### config.mk
export PLATFORM = sky130hd
export DESIGN_NAME = uart_rx_param
export DESIGN_NICKNAME = d
export VERILOG_FILES = /design/src/rtl/uart_pkg.sv /design/src/rtl/uart_rx_fifo.sv /design/src/rtl/uart_rx_param.sv
export SDC_FILE = /design/constraint.sdc
export NUM_CORES = 1
export LEC_CHECK = 0
export BUFFER_PORTS_ARGS = -buffer_cell sky130_fd_sc_hd__buf_2
export CAP_MARGIN = 10
export CORE_MARGIN = 2
export CORE_UTILIZATION = 45
export CTS_CLUSTER_SIZE = 10
export DETAILED_ROUTE_END_ITERATION = 7
export MAX_ROUTING_LAYER = met4
export PLACE_DENSITY = 0.62
export SLEW_MARGIN = 20
export SYNTH_ARGS = -nofsm -noshare
export SYNTH_HDL_FRONTEND = slang
export SYNTH_SLANG_ARGS = --single-unit
### constraint.sdc
create_clock -name clk -period 5.28 [get_ports clk]
set_clock_uncertainty 0.1 [all_clocks]
set_input_delay 1.584 -clock clk [delete_from_list [all_inputs] [get_ports clk]]
set_output_delay 1.584 -clock clk [all_outputs]
set_load 0.05 [all_outputs]
### src/rtl/uart_pkg.sv
// Shared receiver definitions: FSM state codes and the oversampling constants.
// Latency: none (constants and types only).
// Backpressure: none.
package uart_pkg;

    localparam int OVERSAMPLE = 16;
    localparam int S_W        = $clog2(OVERSAMPLE);

    // Sample counter positions: mid start bit, and mid-bit for every later bit.
    localparam logic [S_W-1:0] SAMPLE_MID = S_W'(7);
    localparam logic [S_W-1:0] SAMPLE_END = S_W'(15);

    // Receiver state type with fixed, legacy-compatible codes.
    typedef logic [2:0] rx_state_t;
    localparam rx_state_t IDLE   = 3'd0;
    localparam rx_state_t START  = 3'd1;
    localparam rx_state_t DATA   = 3'd2;
    localparam rx_state_t PARITY = 3'd3;
    localparam rx_state_t STOP   = 3'd4;

endpackage

### src/rtl/uart_rx_fifo.sv
// Show-ahead synchronous FIFO for received words, with occupancy count.
// Latency: a pushed word is visible at head_dat one cycle after the push edge.
// Backpressure: push into a full FIFO is dropped unless a pop occurs the same cycle; pop when empty is ignored.
module uart_rx_fifo
    import uart_pkg::*;
#(
    parameter int WIDTH = 8,
    parameter int DEPTH = 16
) (
    input  logic                   clk,
    input  logic                   reset,
    input  logic                   push,
    input  logic [WIDTH-1:0]       push_dat,
    input  logic                   pop,
    output logic [WIDTH-1:0]       head_dat,
    output logic                   empty,
    output logic                   full,
    output logic [$clog2(DEPTH):0] count
);

    localparam int AW = $clog2(DEPTH);

    logic [AW:0]      wr_ptr_q, wr_ptr_d;
    logic [AW:0]      rd_ptr_q, rd_ptr_d;
    logic [WIDTH-1:0] mem_q [DEPTH];
    logic             do_push;
    logic             do_pop;

    // Pointer arithmetic: one extra MSB distinguishes full from empty.
    always_comb begin
        empty    = (wr_ptr_q == rd_ptr_q);
        full     = (wr_ptr_q[AW] != rd_ptr_q[AW]) &&
                   (wr_ptr_q[AW-1:0] == rd_ptr_q[AW-1:0]);
        do_pop   = pop && !empty;
        // A same-cycle pop frees the slot, so a full FIFO still accepts the push.
        do_push  = push && (!full || do_pop);
        wr_ptr_d = do_push ? wr_ptr_q + 1'b1 : wr_ptr_q;
        rd_ptr_d = do_pop  ? rd_ptr_q + 1'b1 : rd_ptr_q;
        count    = wr_ptr_q - rd_ptr_q;
        head_dat = empty ? '0 : mem_q[rd_ptr_q[AW-1:0]];
    end

    // Pointer registers, cleared by reset.
    always_ff @(posedge clk or negedge reset) begin
        if (!reset) begin
            wr_ptr_q <= '0;
            rd_ptr_q <= '0;
        end else begin
            wr_ptr_q <= wr_ptr_d;
            rd_ptr_q <= rd_ptr_d;
        end
    end

    // Storage array; contents are don't-care until written.
    always_ff @(posedge clk) begin
        if (do_push) begin
            mem_q[wr_ptr_q[AW-1:0]] <= push_dat;
        end
    end

endmodule

### src/rtl/uart_rx_param.sv
// Parametrised 16x-oversampling UART receiver with show-ahead RX FIFO and sticky error flags; UART_RX_PARITY_EN adds a parity bit.
// Latency: 2-cycle input sync; a word appears at rd_data one cycle after its stop-bit sample.
// Backpressure: none on the line; words arriving into a full FIFO are dropped and flagged as overrun.
module uart_rx_param
    import uart_pkg::*;
#(
    parameter int DATA_BITS  = 8,
    parameter int FIFO_DEPTH = 16,
    parameter int DIV_W      = 16
) (
    input  logic                          clk,
    input  logic                          reset,
    input  logic                          rx,
    input  logic [DIV_W-1:0]              baud_div,
    input  logic                          parity_odd,
    input  logic                          rd_en,
    output logic [DATA_BITS-1:0]          rd_data,
    output logic                          rd_empty,
    output logic [$clog2(FIFO_DEPTH):0]   rd_count,
    input  logic                          err_clr,
    output logic                          frame_err,
    output logic                          overrun,
    output logic                          parity_err
);

    localparam int BC_W = $clog2(DATA_BITS);
    localparam logic [BC_W-1:0] LAST_BIT = BC_W'(DATA_BITS - 1);

    logic                 sync1_q, sync1_d, sync2_q, sync2_d;
    logic                 rx_s;
    logic [DIV_W-1:0]     div_cnt_q, div_cnt_d, div_last;
    logic                 tick;
    rx_state_t            state_q, state_d;
    logic [S_W-1:0]       s_q, s_d;
    logic [BC_W-1:0]      bit_cnt_q, bit_cnt_d;
    logic [DATA_BITS-1:0] shreg_q, shreg_d;
    logic                 frame_err_q, frame_err_d;
    logic                 overrun_q, overrun_d;
    logic                 push, fe_set, ov_set, fifo_full;

    // Two-flop synchroniser for the asynchronous serial line (idles high).
    always_comb begin
        sync1_d = rx;
        sync2_d = sync1_q;
        rx_s    = sync2_q;
    end

    // Tick generator. A frame only leaves IDLE on a tick, i.e. exactly at the
    // wrap, so the counter is already restarting at 0 when the frame begins.
    // A new baud_div is picked up at the next wrap comparison; a divisor of 0 acts as 1.
    always_comb begin
        div_last  = (baud_div == '0) ? '0 : baud_div - DIV_W'(1);
        tick      = (div_cnt_q >= div_last);
        div_cnt_d = tick ? '0 : div_cnt_q + DIV_W'(1);
    end

`ifdef UART_RX_PARITY_EN
    logic par_pend_q, par_pend_d;
    logic exp_par;
    logic parity_err_q, parity_err_d;
`endif

    // Deframing FSM, advanced only on ticks; samples mid-bit, LSB first.
    always_comb begin
        state_d   = state_q;
        s_d       = s_q;
        bit_cnt_d = bit_cnt_q;
        shreg_d   = shreg_q;
        push      = 1'b0;
        fe_set    = 1'b0;
`ifdef UART_RX_PARITY_EN
        par_pend_d = par_pend_q;
        exp_par    = (^shreg_q) ^ parity_odd;
`endif
        case (state_q)
            IDLE: begin
                if (tick && !rx_s) begin
                    state_d = START;
                    s_d     = '0;
                end
            end
            START: begin
                if (tick) begin
                    if (s_q == SAMPLE_MID) begin
                        s_d       = '0;
                        bit_cnt_d = '0;
                        // Line back high at mid start bit: a glitch, drop silently.
                        state_d   = rx_s ? IDLE : DATA;
`ifdef UART_RX_PARITY_EN
                        par_pend_d = 1'b0;
`endif
                    end else begin
                        s_d = s_q + S_W'(1);
                    end
                end
            end
            DATA: begin
                if (tick) begin
                    if (s_q == SAMPLE_END) begin
                        s_d       = '0;
                        shreg_d   = {rx_s, shreg_q[DATA_BITS-1:1]};
                        bit_cnt_d = bit_cnt_q + BC_W'(1);
                        if (bit_cnt_q == LAST_BIT) begin
`ifdef UART_RX_PARITY_EN
                            state_d = PARITY;
`else
                            state_d = STOP;
`endif
                        end
                    end else begin
                        s_d = s_q + S_W'(1);
                    end
                end
            end
`ifdef UART_RX_PARITY_EN
            PARITY: begin
                if (tick) begin
                    if (s_q == SAMPLE_END) begin
                        s_d        = '0;
                        par_pend_d = (rx_s != exp_par);
                        state_d    = STOP;
                    end else begin
                        s_d = s_q + S_W'(1);
                    end
                end
            end
`endif
            STOP: begin
                if (tick) begin
                    if (s_q == SAMPLE_END) begin
                        s_d     = '0;
                        state_d = IDLE;
                        push    = rx_s;
                        fe_set  = !rx_s;
                    end else begin
                        s_d = s_q + S_W'(1);
                    end
                end
            end
            default: state_d = IDLE;
        endcase
    end

    // Sticky flags: a same-cycle set beats err_clr. Overrun means the word was
    // dropped, which only happens when full and not being popped this cycle.
    always_comb begin
        ov_set      = push && fifo_full && !rd_en;
        frame_err_d = fe_set | (frame_err_q & ~err_clr);
        overrun_d   = ov_set | (overrun_q & ~err_clr);
    end

`ifdef UART_RX_PARITY_EN
    // Parity flag is raised when a word carrying a parity mismatch is accepted.
    always_comb begin
        parity_err_d = (push && par_pend_q) | (parity_err_q & ~err_clr);
    end

    // Parity bookkeeping registers.
    always_ff @(posedge clk or negedge reset) begin
        if (!reset) begin
            par_pend_q   <= 1'b0;
            parity_err_q <= 1'b0;
        end else begin
            par_pend_q   <= par_pend_d;
            parity_err_q <= parity_err_d;
        end
    end

    assign parity_err = parity_err_q;
`else
    logic unused_parity_odd;
    assign unused_parity_odd = parity_odd;
    assign parity_err        = 1'b0;
`endif

    // Receiver state registers; reset drops any frame in flight.
    always_ff @(posedge clk or negedge reset) begin
        if (!reset) begin
            sync1_q     <= 1'b1;
            sync2_q     <= 1'b1;
            div_cnt_q   <= '0;
            state_q     <= IDLE;
            s_q         <= '0;
            bit_cnt_q   <= '0;
            shreg_q     <= '0;
            frame_err_q <= 1'b0;
            overrun_q   <= 1'b0;
        end else begin
            sync1_q     <= sync1_d;
            sync2_q     <= sync2_d;
            div_cnt_q   <= div_cnt_d;
            state_q     <= state_d;
            s_q         <= s_d;
            bit_cnt_q   <= bit_cnt_d;
            shreg_q     <= shreg_d;
            frame_err_q <= frame_err_d;
            overrun_q   <= overrun_d;
        end
    end

    assign frame_err = frame_err_q;
    assign overrun   = overrun_q;

    uart_rx_fifo #(
        .WIDTH (DATA_BITS),
        .DEPTH (FIFO_DEPTH)
    ) u_fifo (
        .clk      (clk),
        .reset    (reset),
        .push     (push),
        .push_dat (shreg_q),
        .pop      (rd_en),
        .head_dat (rd_data),
        .empty    (rd_empty),
        .full     (fifo_full),
        .count    (rd_count)
    );

endmodule

==> run metrics, run 1 <==
clock transition at the registers of the reported paths=70 ps; Synth top area share=47.3%; initial standard-cell utilization of the core=45.6%; routed wire length per instance=17.8 um; vias after detailed routing=4593; post-synth net total=597; depth of the critical timing path with buffers and inverters included=14; synth warn=0; wire length of the first global-routing pass=24900 um; fraction of layout cells with a size suffix above 1=23.2%; worst reg2reg setup slack=2380 ps; clock tree from TritonCTS=yes; number of buffer cells added on primary ports=36; leading area contributor after synthesis=sky130_fd_sc_hd__edfxtp_1; clock buffers created by TritonCTS=17; final-report max-slew violation count=0; Leak Pwr=4.03 nW; number of maximum-capacitance constraint violations=0; Top FF cell, synth=sky130_fd_sc_hd__edfxtp_1; Worst path top cell family by delay=simple AND/OR/NAND/NOR gates; maximum number of pins on one net before global-route repair=49; leading cell types by total area after synthesis=sky130_fd_sc_hd__edfxtp_1 47%, sky130_fd_sc_hd__dfrtp_1 14%, sky130_fd_sc_hd__mux4_2 11%, sky130_fd_sc_hd__ha_1 4.8%, sky130_fd_sc_hd__xor2_1 2.0%; slew at the pin closest to its max-slew limit=652 ps; count of H-tree levels built during CTS=4; crit path launch type=primary input; number of hold-slack violations in the final timing report=0; sort of element at the end of the critical path=register; area of the core region=17800 sq um; filler cell count in the final layout=1462; net count reported at finish=658; routed wire length=15000 um; min cycle time layout=4840 ps; instance count of the mapped netlist=543; number of placement rows=49; horizontal extent of the die=138 um; post-synth design cell area=8130 sq um; P&R area growth vs syn=16.4%; slowest stage cell on the critical path=sky130_fd_sc_hd__or4_1; clock insertion delay at the later pin of the skew report=420 ps; sequential-to-total area share from yosys stat=62.1%; HP Class=register to register; synth unique cells=53; setup violators final=0; first-pass iteration count of the detailed router=4; worst flop-to-flop path startpoint=u_fifo.rd_ptr_q[1]; area post-placement=8890 sq um; maximum fanout encountered on the critical timing path=15; FFs w/ async S/R, synth=27.3%; Worst VDD drop=250 uV; crit share post-route=91.7%; critical path buffer and inverter count=2; combined area of the multi-input logic cells=2910 sq um; worst setup path category=primary input to register; cell-by-cell trace of the critical path=buf_2 > or4_1 > nor4_2 > nand3_1 > xnor2_1 > nand2_1 > ha_1 > nand2_1 > nor2_1 > nand4b_1 > nand3_1 > buf_4 > nor3b_2 > mux2_1; All-Layer GR Usage=17.1%; number of antenna violations at the first check in global routing=0; most frequent cell after synthesis=sky130_fd_sc_hd__edfxtp_1; Final Power=3.45 mW; most frequent cells after synthesis=128 x sky130_fd_sc_hd__edfxtp_1, 46 x sky130_fd_sc_hd__dfrtp_1, 40 x sky130_fd_sc_hd__mux4_2, 34 x sky130_fd_sc_hd__nand2_1, 31 x sky130_fd_sc_hd__ha_1; total overflow reported by the global router=0; average vias per placed instance=5.43; Detail Route Antenna Nets=0; y dimension of the die=138 um; vias in the first global route=4854; die footprint=19200 sq um; hold-fix buffer count after cts=0; Min-Delay Path Depth=0; RSZ-0062 raised after global routing=false; Setup Buffers After CTS=0; result of the run=finished, final reports clean; post-synthesis register bit count=176; final HPWL from detailed placement=10700 um; Worst Hold Launch=sync1_q; Max Clk Rate=207 MHz; Worst Path Required=5490 ps; number of antenna cells inserted=0; Reg-to-Reg End=u_fifo.mem_q[14][3]; area of all sequential standard cells=5050 sq um; Clk Tree Root Cell=sky130_fd_sc_hd__clkbuf_16; Critical Path Max Stage Delay=580 ps; logic depth of the worst register-to-register path=9; Mean Syn Cell Area=15.0 sq um; final standard cell area without fillers=9460 sq um; setup TNS=0 ps; worst hold endpoint=rx_s; Resized cells post-CTS=0; number of synthesized flops with an enable pin=128; drt first-iter violations=339; data arrival time of the worst path=5050 ps; slew margin rel.=56.2%; power per standard cell area=365 nW/um^2; clock sink total=176; count of boundary I/O pins=39; Max clock buf depth=2; weighted congestion reported at the end of routability-driven placement=0.803; DRC violation count after routing=0
report_power, final:
| part | internal, mW | switching (mW) |
|---|---|---|
| Combinational | 0.258 | 0.372 |
| Clock | 0.665 | 0.546 |
| Sequential | 1.51 | 0.0987 |
| Total | 2.43 | 1.02 |
worst reg2reg max path, delay by kind of cell (launching register included):
kind / cells / cell delay [ps]
DFF: 1 / 330
adders and majority gates: 1 / 320
and+or+nand+nor: 4 / 980
buffers and inverters: 4 / 940
layout make-up:
class	instances	area share, %
tap	229	3.03
sequential	176	53.3
clock inverter	15	1.57
clock buffer	17	4.49
multi-input combinational	330	30.7
timing repair buffer	60	6.08
inverter	19	0.754
sequential cells by signal (all words and copies together), names as in the netlist:
| signal | count |
|---|---|
| u_fifo.mem_q | 128 |
| div_cnt_q | 16 |
| shreg_q | 8 |
| u_fifo.rd_ptr_q | 5 |
| u_fifo.wr_ptr_q | 5 |
| s_q | 4 |
| bit_cnt_q | 3 |
| state_q | 3 |
| frame_err | 1 |
| overrun | 1 |
| rx_s | 1 |
| sync1_q | 1 |
metrics by stage:
| stage | std cells | worst slack, ps | hold WS (ps) | utilization (%) |
|---|---|---|---|---|
| after detailed placement | 814 | 22.1 | 247 | 49.8 |
| after global placement | 814 | 129 | 247 | 49.8 |
| after global routing | 846 | 160 | 264 | 53.0 |
| after CTS | 846 | 461 | 257 | 53.0 |
| final | 846 | 440 | 256 | 53.0 |
| after floorplan | 543 | 467 | 245 | - |
placed cells by master, fill, tap and decap left out, types with 3 or more instances in the layout:
| master | count |
|---|---|
| sky130_fd_sc_hd__a31oi_1 | 3 |
| sky130_fd_sc_hd__and3_1 | 23 |
| sky130_fd_sc_hd__o21ai_0 | 8 |
| sky130_fd_sc_hd__clkbuf_16 | 17 |
| sky130_fd_sc_hd__ha_1 | 31 |
| sky130_fd_sc_hd__nand3_1 | 22 |
| sky130_fd_sc_hd__edfxtp_1 | 128 |
| sky130_fd_sc_hd__xor2_1 | 19 |
| sky130_fd_sc_hd__buf_12 | 17 |
| sky130_fd_sc_hd__a21oi_1 | 16 |
| sky130_fd_sc_hd__mux4_2 | 40 |
| sky130_fd_sc_hd__mux2_1 | 9 |
| sky130_fd_sc_hd__clkinv_4 | 3 |
| sky130_fd_sc_hd__o21ai_1 | 6 |
| sky130_fd_sc_hd__nand2_1 | 34 |
| sky130_fd_sc_hd__buf_2 | 35 |
| sky130_fd_sc_hd__or3_1 | 3 |
| sky130_fd_sc_hd__xnor2_1 | 17 |
| sky130_fd_sc_hd__buf_4 | 8 |
| sky130_fd_sc_hd__nor3b_2 | 3 |
| sky130_fd_sc_hd__inv_1 | 18 |
| sky130_fd_sc_hd__nor2b_1 | 13 |
| sky130_fd_sc_hd__nand2b_1 | 6 |
| sky130_fd_sc_hd__dfrtp_1 | 45 |
| sky130_fd_sc_hd__nand4_1 | 11 |
| sky130_fd_sc_hd__nor2_1 | 30 |
| sky130_fd_sc_hd__inv_6 | 6 |
| sky130_fd_sc_hd__nor4_2 | 3 |
| sky130_fd_sc_hd__nor3_1 | 5 |
worst max path at each step:
stage | start | endpoint
2_1_floorplan | baud_div[11] | u_fifo.mem_q[11][0]
3_3_place_gp | baud_div[11] | shreg_q[3]
3_5_place_dp | baud_div[9] | shreg_q[4]
4_1_cts | baud_div[9] | shreg_q[4]
5_1_grt | baud_div[11] | shreg_q[6]
6_report | baud_div[9] | shreg_q[3]
metal layers:
metal	track usage, %	up-vias	part of all wire [%]
li1	-	2200	-
met1	21.9	2330	46
met2	28.0	53	51
met3	3.95	10	2.7
met4	4.03	0	0.78
met5	-	-	0
cells by family after synthesis:
| group | after synthesis | synth area share [%] |
|---|---|---|
| mux | 50 | 12.5 |
| fa+ha+maj | 32 | 5.02 |
| flops | 176 | 62.1 |
| other cells | 1 | 0.0461 |
| compound gates | 47 | 3.51 |
| simple gates | 164 | 10.9 |
| xor+xnor | 36 | 3.88 |
| buf+inv | 37 | 2.12 |
Power figures use the tool's default switching activity.
==> run 2: changes to the inputs <==
Settings changed: BUFFER_PORTS_ARGS -buffer_cell sky130_fd_sc_hd__buf_2 to not set, CORE_ASPECT_RATIO set to 0.5, DONT_BUFFER_PORTS set to 1, PLACE_DENSITY 0.62 to 0.61.
==> run 2 against run 1 <==
Flip-flop and latch count unchanged. Fmax increased by 5.0%. Non-clock buffer count decreased by 20. Global-route usage increased by 1.1 points. Worst hold slack improved by 4.3 ps. Setup slack improved by 230 ps.
==> run metrics, run 2 (synthesis results as in run 1) <==
net count reported at finish=638 (-3.0%); worst setup path category=register to primary output; data arrival time of the worst path=2920 ps (-2130 ps); final-report max-slew violation count=0 (unchanged); Worst path top cell family by delay=multiplexers; leading cell type in the layout, fill and taps excluded=sky130_fd_sc_hd__edfxtp_1; Setup Buffers After CTS=0 (unchanged); P&R area growth vs syn=15.5%; worst reg2reg setup slack=2450 ps (+70 ps); sort of element at the end of the critical path=primary output; first-pass iteration count of the detailed router=6 (+2); Max Clk Rate=217 MHz (+5.0%); total internal power=2.42 mW (-0.79%); max FFs per register=128 (unchanged); pre-CTS WS=235 ps (+213 ps); Resized cells post-CTS=0 (unchanged); NetSw=1.08 mW (+6.0%); utilization of the core after routing=53.6% (+0.54 points); power per standard cell area=372 nW/um^2 (+2.0%); routed wire length=15800 um (+4.9%); number of placement rows=34 (-31%); Comb power frac=17.5% (-0.7 points); All-Layer GR Usage=18.2% (+1.1 points); clock buffers created by TritonCTS=17 (unchanged); maximum fanout encountered on the critical timing path=19 (+4); Reg-to-Reg End=u_fifo.mem_q[9][0]; horizontal extent of the die=194 um (+40%); initial standard-cell utilization of the core=46.4% (+0.82 points); Detail Route Antenna Nets=0 (unchanged); average vias per placed instance=5.45 (+0.41%); result of the run=finished, final reports clean; commonest non-fill, non-tap cells in the layout=128 x sky130_fd_sc_hd__edfxtp_1, 45 x sky130_fd_sc_hd__dfrtp_1, 40 x sky130_fd_sc_hd__mux4_2, 34 x sky130_fd_sc_hd__nand2_1, 31 x sky130_fd_sc_hd__ha_1; Leak Pwr=3.96 nW (-1.8%); slowest stage cell on the critical path=sky130_fd_sc_hd__dfrtp_2; clock tree from TritonCTS=yes; most repeated library cell on the critical path=sky130_fd_sc_hd__mux4_2; busiest grt layer=met2; number of maximum-capacitance constraint violations=0 (unchanged); critical path buffer and inverter count=2 (unchanged); vias after detailed routing=4530 (-1.4%); crit path launch type=register; cell-by-cell trace of the critical path=buf_12 > mux4_2 > mux4_2 > nor2b_1 > buf_4; drt first-iter violations=275 (-19%); clock insertion delay at the later pin of the skew report=440 ps (+20 ps); fraction of layout cells with a size suffix above 1=20.6% (-2.6 points); Clk Tree Root Cell=sky130_fd_sc_hd__clkbuf_16; total overflow reported by the global router=0 (unchanged); Critical Path Max Stage Delay=800 ps (+220 ps); Max clock buf depth=2 (unchanged); y dimension of the die=99.0 um (-28%); setup TNS=0 ps (unchanged); setup violators final=0 (unchanged); crit share post-route=87.3% (-4.4 points); clock transition at the registers of the reported paths=80 ps (about the same); GR Layer Usage met3=3.46% (-0.49 points); Worst Path Required=3600 ps (-1890 ps); met1 track utilization from global routing=24.1% (+2.2 points); slew at the pin closest to its max-slew limit=687 ps (+35.1 ps); number of antenna cells inserted=0 (unchanged); number of hold-slack violations in the final timing report=0 (unchanged); hold-fix buffer count after cts=0 (unchanged); maximum number of pins on one net before global-route repair=49 (unchanged); clock sink total=176 (unchanged); count of H-tree levels built during CTS=4 (unchanged); Worst Hold Launch=sync1_q; routed wire length per instance=19.0 um (+6.8%); Worst VDD drop=314 uV (+25%); final HPWL from detailed placement=10800 um (+1.1%); wire length of the first global-routing pass=25300 um (+1.7%); number of buffer cells added on primary ports=0 (-100%); worst flop-to-flop path startpoint=u_fifo.rd_ptr_q[0]; min cycle time layout=4610 ps (-232 ps); RSZ-0062 raised after global routing=false; filler cell count in the final layout=1438 (-1.6%); HP Class=register to register; share of total power in the clock network=35.9% (+0.8 points); area of the core region=17500 sq um (-1.8%); worst hold endpoint=rx_s; number of antenna violations at the first check in global routing=0 (unchanged); Switching Share=30.8% (+1.4 points); die footprint=19200 sq um (+0.34%); count of boundary I/O pins=39 (unchanged); Reg power frac=46.6% (about the same); Min-Delay Path Depth=0 (unchanged); logic depth of the worst register-to-register path=8 (-1); DRC violation count after routing=0 (unchanged); vias in the first global route=4574 (-5.8%); M2 GR Usage=28.3% (+0.35 points); least setup slack across all paths after layout=672 ps (+232 ps); weighted congestion reported at the end of routability-driven placement=0.787 (-2.0%); slew margin rel.=54.2% (-2.0 points)
==> run 2: changes by cell type in the layout (fill, tap and decap cells not counted), moves of 3 or more <==
cell | before | now
sky130_fd_sc_hd__buf_12 | 17 | 13
sky130_fd_sc_hd__buf_2 | 35 | 0
sky130_fd_sc_hd__buf_4 | 8 | 27
sky130_fd_sc_hd__clkinv_4 | 3 | 0
sky130_fd_sc_hd__clkinv_8 | 0 | 6
==> run 2: worst max path at each step <==
stage | from | to | depth (start not counted)
floorplan | baud_div[11] | u_fifo.mem_q[11][0] | 13
global placement | baud_div[11] | shreg_q[6] | 13
detailed placement | baud_div[11] | shreg_q[6] | 13
CTS | u_fifo.rd_ptr_q[0] | rd_data[6] | 5
global route | u_fifo.rd_ptr_q[0] | rd_data[6] | 5
finish | u_fifo.rd_ptr_q[0] | rd_data[6] | 5
==> run 2: per-stage QoR <==
step	instances	hold slack [ps]	total power, mW	area [sq um]
after floorplan	543	245	2.13	8130
after global placement	799	247	2.27	8780
after detailed placement	799	249	2.28	8780
after CTS	831	260	3.53	9390
after global routing	831	262	3.66	9390
final	831	260	3.49	9390
==> run 2: power groups by stage <==
| stage | combinational (mW) | sequential, mW | clock (mW) |
|---|---|---|---|
| after global routing | 0.664 | 1.64 | 1.35 |
| after detailed placement | 0.619 | 1.66 | 0 |
| after CTS | 0.621 | 1.63 | 1.28 |
| after floorplan | 0.553 | 1.58 | 0 |
| after global placement | 0.611 | 1.66 | 0 |
| final | 0.610 | 1.63 | 1.26 |
==> run 2: final cells by class <==
| class | instances | area (sq um) | area share [%] |
|---|---|---|---|
| clock buffers | 17 | 425 | 4.53 |
| clock inverters | 15 | 183 | 1.95 |
| repair buffers | 40 | 463 | 4.93 |
| inverters | 19 | 71.3 | 0.759 |
| flip-flops and latches | 176 | 5050 | 53.8 |
| well taps | 234 | 293 | 3.12 |
| multi-input cells | 330 | 2910 | 31.0 |
==> run 2: routing by layer <==
layer,vias up,routed length [um]
li1,2164,-
met1,2269,7480
met2,79,7400
met3,18,622
met4,0,274
met5,-,0
